===== src/rtl/uart_tx_fifo.sv =====
// UART transmitter fed by a power-of-two byte FIFO; frame format and baud
// divisor are latched when each byte is popped and held for its whole frame.
module uart_tx_fifo #(
  parameter int unsigned FIFO_DEPTH = 16,
  parameter int unsigned DIV_W      = 16
) (
  input  logic                          clk,
  input  logic                          rst,
  output logic                          tx,
  input  logic [DIV_W-1:0]              baud_div,
  input  logic [1:0]                    data_size,
  input  logic                          parity_en,
  input  logic [1:0]                    parity_mode,
  input  logic                          stop_bit_size,
  input  logic [7:0]                    data,
  input  logic                          send,
  output logic                          ready,
  output logic                          busy,
  output logic [$clog2(FIFO_DEPTH):0]   fifo_count,
  output logic                          overflow
);

  localparam int unsigned AW = $clog2(FIFO_DEPTH);
  localparam logic [AW:0] FULL_CNT = FIFO_DEPTH[AW:0];

  typedef enum logic [2:0] {IDLE, START, DATA, PARITY, STOP} state_t;

  state_t           state, state_d;
  logic [7:0]       mem [FIFO_DEPTH];
  logic [AW-1:0]    wr_ptr, rd_ptr;
  logic [AW:0]      count;
  logic             full, empty, push, pop;
  logic [DIV_W-1:0] cnt, cnt_d, div_r;
  logic [2:0]       bit_idx, bit_idx_d, last_idx;
  logic             stop_idx, stop_idx_d;
  logic [7:0]       frame, par_mask;
  logic [1:0]       size_r, mode_r;
  logic             par_en_r, stop2_r;
  logic             par_bit, tx_d, bit_end;

  assign full       = (count == FULL_CNT);
  assign empty      = (count == '0);
  assign push       = send && !full;
  assign ready      = !full;
  assign busy       = (state != IDLE) || !empty;
  assign fifo_count = count;
  assign bit_end    = (cnt == '0);
  assign last_idx   = {1'b0, size_r} + 3'd4;
  assign par_mask   = 8'hFF >> (2'd3 - size_r);

  always_comb begin
    par_bit = 1'b0;
    case (mode_r)
      2'b11:   par_bit = ~^(frame & par_mask);
      2'b10:   par_bit = ^(frame & par_mask);
      2'b01:   par_bit = 1'b1;
      default: par_bit = 1'b0;
    endcase
  end

  // Every bit boundary reloads the down-counter; a pop reloads from the live
  // baud_div because div_r only captures it on that same edge.
  always_comb begin
    state_d    = state;
    cnt_d      = cnt;
    bit_idx_d  = bit_idx;
    stop_idx_d = stop_idx;
    pop        = 1'b0;
    if (state != IDLE && !bit_end) cnt_d = cnt - DIV_W'(1);
    case (state)
      IDLE: begin
        if (!empty) begin
          pop     = 1'b1;
          state_d = START;
          cnt_d   = baud_div;
        end
      end
      START: begin
        if (bit_end) begin
          state_d   = DATA;
          bit_idx_d = '0;
          cnt_d     = div_r;
        end
      end
      DATA: begin
        if (bit_end) begin
          cnt_d = div_r;
          if (bit_idx == last_idx) begin
            state_d    = par_en_r ? PARITY : STOP;
            stop_idx_d = 1'b0;
          end else begin
            bit_idx_d = bit_idx + 3'd1;
          end
        end
      end
      PARITY: begin
        if (bit_end) begin
          state_d    = STOP;
          stop_idx_d = 1'b0;
          cnt_d      = div_r;
        end
      end
      STOP: begin
        if (bit_end) begin
          if (stop2_r && !stop_idx) begin
            stop_idx_d = 1'b1;
            cnt_d      = div_r;
          end else if (!empty) begin
            pop     = 1'b1;
            state_d = START;
            cnt_d   = baud_div;
          end else begin
            state_d = IDLE;
          end
        end
      end
      default: state_d = IDLE;
    endcase
  end

  always_comb begin
    tx_d = 1'b1;
    case (state_d)
      START:   tx_d = 1'b0;
      DATA:    tx_d = frame[bit_idx_d];
      PARITY:  tx_d = par_bit;
      default: tx_d = 1'b1;
    endcase
  end

  always_ff @(posedge clk) begin
    if (rst) begin
      state    <= IDLE;
      tx       <= 1'b1;
      cnt      <= '0;
      bit_idx  <= '0;
      stop_idx <= 1'b0;
      wr_ptr   <= '0;
      rd_ptr   <= '0;
      count    <= '0;
      overflow <= 1'b0;
    end else begin
      state    <= state_d;
      tx       <= tx_d;
      cnt      <= cnt_d;
      bit_idx  <= bit_idx_d;
      stop_idx <= stop_idx_d;
      overflow <= send && full;
      if (push) wr_ptr <= wr_ptr + AW'(1);
      if (pop)  rd_ptr <= rd_ptr + AW'(1);
      case ({push, pop})
        2'b10:   count <= count + (AW+1)'(1);
        2'b01:   count <= count - (AW+1)'(1);
        default: count <= count;
      endcase
    end
  end

  always_ff @(posedge clk) begin
    if (!rst && push) mem[wr_ptr] <= data;
    if (!rst && pop) begin
      frame    <= mem[rd_ptr];
      div_r    <= baud_div;
      size_r   <= data_size;
      par_en_r <= parity_en;
      mode_r   <= parity_mode;
      stop2_r  <= stop_bit_size;
    end
  end

endmodule


===== config.mk =====
export PLATFORM = sky130hd
export DESIGN_NAME = uart_tx_fifo
export DESIGN_NICKNAME = d
export VERILOG_FILES = /design/src/rtl/uart_tx_fifo.sv
export SDC_FILE = /design/constraint.sdc
export NUM_CORES = 1
export LEC_CHECK = 0
export BUFFER_PORTS_ARGS = -buffer_cell sky130_fd_sc_hd__buf_4
export CAP_MARGIN = 10
export CORE_MARGIN = 10
export CORE_UTILIZATION = 61
export CTS_BUF_LIST = sky130_fd_sc_hd__clkbuf_16
export CTS_CLUSTER_SIZE = 14
export DETAILED_ROUTE_END_ITERATION = 10
export PLACE_DENSITY = 0.83
export SKIP_LAST_GASP = 1
export SYNTH_ARGS = -nofsm -noshare
export SYNTH_HDL_FRONTEND = slang
export SYNTH_SLANG_ARGS = --single-unit

===== constraint.sdc =====
create_clock -name clk -period 4.65 [get_ports clk]
set_clock_uncertainty 0.05 [all_clocks]
set_input_delay 0.2325 -clock clk [delete_from_list [all_inputs] [get_ports clk]]
set_output_delay 0.2325 -clock clk [all_outputs]
set_load 0.02 [all_outputs]

# Word level (Yosys, flattened, before mapping)
# Memories as Yosys holds them, arrays and structs flattened. A register that Yosys moved wholly into a read port is not among the register bits.
# Index checks and enable logic that the tools add are counted.
# totals
out_inout_bits	9
memories	1
ramBits	128
elab_cells	104
input_bits	33
regBits	60
# op_classes
n_bitwise	1
shifts	1
order_cmp	1
n_addsub	8
eq_ne	19
mux	37
reduce_logical	22
# mem_list
memory	depth	word_bits	read_ports	rd_clocked_by_memory_dff	wr	line	rtl
mem	16	8	1	1	1	29	logic [7:0] mem [FIFO_DEPTH];
# op_table
op	n
$mux W16	5
$pmux W16 S3	1
$mux W3	11
$logic_not A16 Y1	1
$sub A16 B1 Y16 const B	1
$pmux W3 S5	1
$eq A3 B2 Y1 const B	4
$mux W1	12
$ne A2 B2 Y1 const B	5
$pmux W5 S2	1
$pmux W1 S3	3
$add A4 B1 Y4 const B	2
$and A8 B8 Y8	1
$reduce_xnor A8 Y1	1
$reduce_xor A8 Y1	1
$shr A8 B2 Y8 const A	1
$eq A2 B2 Y1 const B	3
$eq A3 B1 Y1 const B	2
$logic_and A1 B1 Y1	6
$pmux W3 S2	1
$reduce_and A6 Y1	1
$reduce_bool A3 Y1	2
$add A5 B1 Y5 const B	1
$eq A5 B5 Y1 const B	1
other kinds (16)	21

# Depth between registers and ports, before layout
# depth
ltp_word	8
ltp_mapped	16
mapped_depth_nobuf	15

# Worst setup path after synthesis
# No wires, ideal clock.
# synth_path
path_kind	register -> register
from	register state[1]
to	register div_r[0], enable pin
synth_period_minus_slack_ns	3.985
stages_incl_launch_ff	7
slack_ns	0.665
t_arrival_ns	3.480
path_buffers	2
cell_sequence	dfxtp_1 -> clkbuf_1 -> or2_2 -> clkbuf_1 -> nor3_1 -> a21oi_1 -> nor3_1
# synth_via
elab_chain_cells	3
# synth_rtl
element	line	rtl
from (decl)	28	state_t state, state_d;
from (signal assigned)	143	state <= state_d;
$eq A3 B3 Y1 / $logic_not A3 Y1 (equally long branches)	70	case (state)
$pmux W1 S2 (*)	70	
$logic_and A1 B1 Y1 (*)	161	if (!rst && pop) begin
to (signal assigned)	163	div_r <= baud_div;
to (decl)	33	logic [DIV_W-1:0] cnt, cnt_d, div_r;
# Every way passes the cells marked *; elsewhere a longest branch is shown, timed or not.
# A chain may end at the register's enable or synchronous reset.

# Worst setup path after layout
# layout_path
from	register state[2]
to	register count[4] (netlist: fifo_count[4])
# layout_via
elab_chain_cells	4
# layout_rtl
element	line	rtl
$eq A3 B3 Y1 / $logic_not A3 Y1 (equally long branches)	70	
$pmux W1 S2 (*)	70	
net pop	32	logic full, empty, push, pop;
$eq A2 B1 Y1 / $eq A2 B2 Y1 (equally long branches)	151	case ({push, pop})
$pmux W5 S2 / $reduce_bool A2 Y1 (equally long branches)	-	
to (signal assigned)	152	2'b10: count <= count + (AW+1)'(1);
to (signal assigned)	153	2'b01: count <= count - (AW+1)'(1);
to (signal assigned)	154	default: count <= count;
to (decl)	31	logic [AW:0] count;
# The timed path passes the listed nets; every way through them passes the cells marked *.

==> flow_metrics.env <==
export IMPL_gr_total_overflow=0
export IMPL_gp_congestion=0.902
export IMPL_htreeDepth=4
export IMPL_drtAntennaViolNets=0
export IMPL_initial_core_util_pct=62.9
export IMPL_yosys_warnings=0
export IMPL_grt_max_degree=42
export IMPL_synth_common_cells="158 x edfxtp_1, 55 x nor2_1, 43 x a21oi_1"
export IMPL_drive_gt1_share_pct=19.0
export IMPL_path_max_fanout=17
export IMPL_grt_use_total_pct=21.5
export IMPL_cts_path_max_buffers=2
export IMPL_max_freq_ghz=0.247
export IMPL_ys_types=66
export IMPL_path_class="flop to flop"
export IMPL_grt_pass1_vias=5945
export IMPL_drt_wl_total_mm=20.5
export IMPL_syn_to_final_growth_pct=14.8
export IMPL_pin_count=42
export IMPL_max_cap_viol_count=0
export IMPL_synth_flop_cell="edfxtp_1"
export IMPL_antenna_found_initial=0
export IMPL_ys_seq_area_share_pct=62.3
export IMPL_min_path_type="input port to flop"
export IMPL_nNetsFinal=742
export IMPL_cts_setup_buffers=0
export IMPL_p_leak_nw=3.41
export IMPL_fin_crit_sh_pct=87.0
export IMPL_synth_most_common_cell="edfxtp_1"
export IMPL_dr_pass1_iters=5
export IMPL_coreArea_um2=14000
export IMPL_dp_hpwl_mm=13.2
export IMPL_required_ns=4.97
export IMPL_postLayoutCellArea_um2=10100
export IMPL_dr_total_vias=5883
export IMPL_period_minus_slack_ns=4.05
export IMPL_fp_dieH_um=140
export IMPL_drcViolationCount=0
export IMPL_syn_nets=686
export IMPL_numPortBuffers=41
export IMPL_cts_num_sinks=196
export IMPL_n_antenna_cell=0
export IMPL_synthTopCellsByArea="edfxtp_1 54%, mux4_2 10%, dfxtp_1 8.6%, a21oi_1 2.4%, nor2_1 2.3%"
export IMPL_slew_violations=0
export IMPL_cts_buffers=17
export IMPL_path_cells="inv_1 > nor3_1 > a21oi_1 > nor2_2 > ha_1 > inv_1 > fa_1 > inv_1 > a21o_1 > a21oi_1 > xnor2_1 > or3_1 > a21oi_1"
export IMPL_tightest_slew_ns=0.891
export IMPL_relSlewSlack_pct=40.4
export IMPL_max_vdd_ir_drop_uv=408
export IMPL_dieArea_um2=19700
export IMPL_via_per_inst=6.62
export IMPL_critPathLaunchType="flop"
export IMPL_clkSlewWorstSetupHoldPaths_ns=0.08
export IMPL_tritoncts="yes"
export IMPL_dr_first_iter_drc_count=694
export IMPL_finalSetupViolCount=0
export IMPL_rows=43
export IMPL_power_density_nw_per_um2=606
export IMPL_avgSynthCellArea_um2=13.8
export IMPL_max_stage_delay_ns=0.70
export IMPL_wl_per_cell_um=23.0
export IMPL_arrival_ns=4.37
export IMPL_finalSetupTns_ns=0
export IMPL_crit_buf_inv=3
export IMPL_yosys_area_top_type="edfxtp_1"
export IMPL_dpl_cell_area_um2=9320
export IMPL_clk_latency_ns=0.45
export IMPL_hold_depth=2
export IMPL_grt_pass1_wl_mm=33.5
export IMPL_netlist_instances=640
export IMPL_hold_worst_slack_ns=0.0241
export IMPL_synth_area_um2=8840
export IMPL_cp_slowest_cell="dfxtp_1"
export IMPL_cts_root_buf="clkbuf_16"
export IMPL_reg2reg_depth=13
export IMPL_synth_seq_cells=196
export IMPL_die_w_um=140
export IMPL_crit_family="simple AND/OR/NAND/NOR gates"
export IMPL_synthArstFlopShare_pct=0
export IMPL_cp_num_cells=13
export IMPL_synth_edff_count=158
export IMPL_synth_top_area_share_pct=53.7
export IMPL_status="finished clean"
export IMPL_rsz0062_at_grt="no"
export IMPL_hold_violations=0
export IMPL_worst_setup_path_end_kind="flop"
==> final timing paths <==
kind / start / endpoint / slack, ns
hold / removal: send / overflow$_SDFF_PP0_ / 0.02
setup reg to reg: state[2]$_SDFF_PP0_ / fifo_count[4]$_SDFFE_PP0P_ / 0.60
hold reg to reg: stop_idx$_SDFFE_PP0P_ / stop_idx$_SDFFE_PP0P_ / 0.47
setup / recovery: state[2]$_SDFF_PP0_ / fifo_count[4]$_SDFFE_PP0P_ / 0.60
==> layout by cell type (no fill, tap or decap), types with 7 or more instances in the layout <==
master         instances
xor2_1                11
nand4_1                7
a21oi_1               43
edfxtp_1             158
ha_1                  12
nand2b_1               7
buf_4                 53
clkbuf_16             17
dlygate4sd3_1         22
o21ai_0               29
nor3_1                14
a221oi_1               7
mux4_2                40
nor2_1                55
inv_1                 14
nand3_1               14
nand2_1               36
xnor2_1               20
dfxtp_1               37
==> metal layers <==
metal,global-route usage [%],part of all wire [%]
met4,8.59,2.2
met3,4.36,6.7
met1,26.0,38
met5,0,0
met2,37.0,53
==> stage by stage <==
stage	util (%)	worst slack, ns	std cells	power (mW)
final	72.3	0.603	889	6.15
after global routing	72.3	0.358	889	6.46
after CTS	72.3	0.676	889	6.13
after detailed placement	66.3	0.714	835	4.61
after global placement	66.3	0.981	835	4.53
after floorplan	-	0.665	640	4.01
==> state kept, by name, summed over array words and instances (netlist names), 3 cells and up <==
register,cells
mem,128
cnt,16
div_r,16
frame,8
fifo_count,5
rd_ptr,4
wr_ptr,4
bit_idx,3
state,3
==> logic make-up after synthesis <==
kind of cell / Yosys count / synth area share, %
adder cells (fa/ha/maj): 13 / 1.93
multiplexers: 46 / 11.2
flip-flops: 196 / 62.3
AO/OA/AOI/OAI: 134 / 9.73
buffers and inverters: 52 / 2.34
XOR/XNOR: 32 / 3.33
AND/OR/NAND/NOR: 167 / 9.16
==> final cells by class <==
cell class              count  area (um^2)
clock inverters            15          185
fillers                   857         3890
multi-input cells         392         3130
inverters                  14         52.6
repair buffers             75          618
clock buffers              17          425
flip-flops and latches    196         5510
well taps                 180          225
==> where the power goes <==
group          switching (mW)  internal (mW)  total [mW]
combinational            1.38          0.977        2.36
clock                   0.754          0.742        1.50
sequential              0.184           2.11        2.30
==> repair_timing <==
| action | CTS | global route |
|---|---|---|
| gates resized for setup | 0 | 0 |
| endpoints found under the hold margin | 22 | 0 |
| hold buffers | 22 | 0 |
No activity file was read; power rests on OpenSTA's default activity.
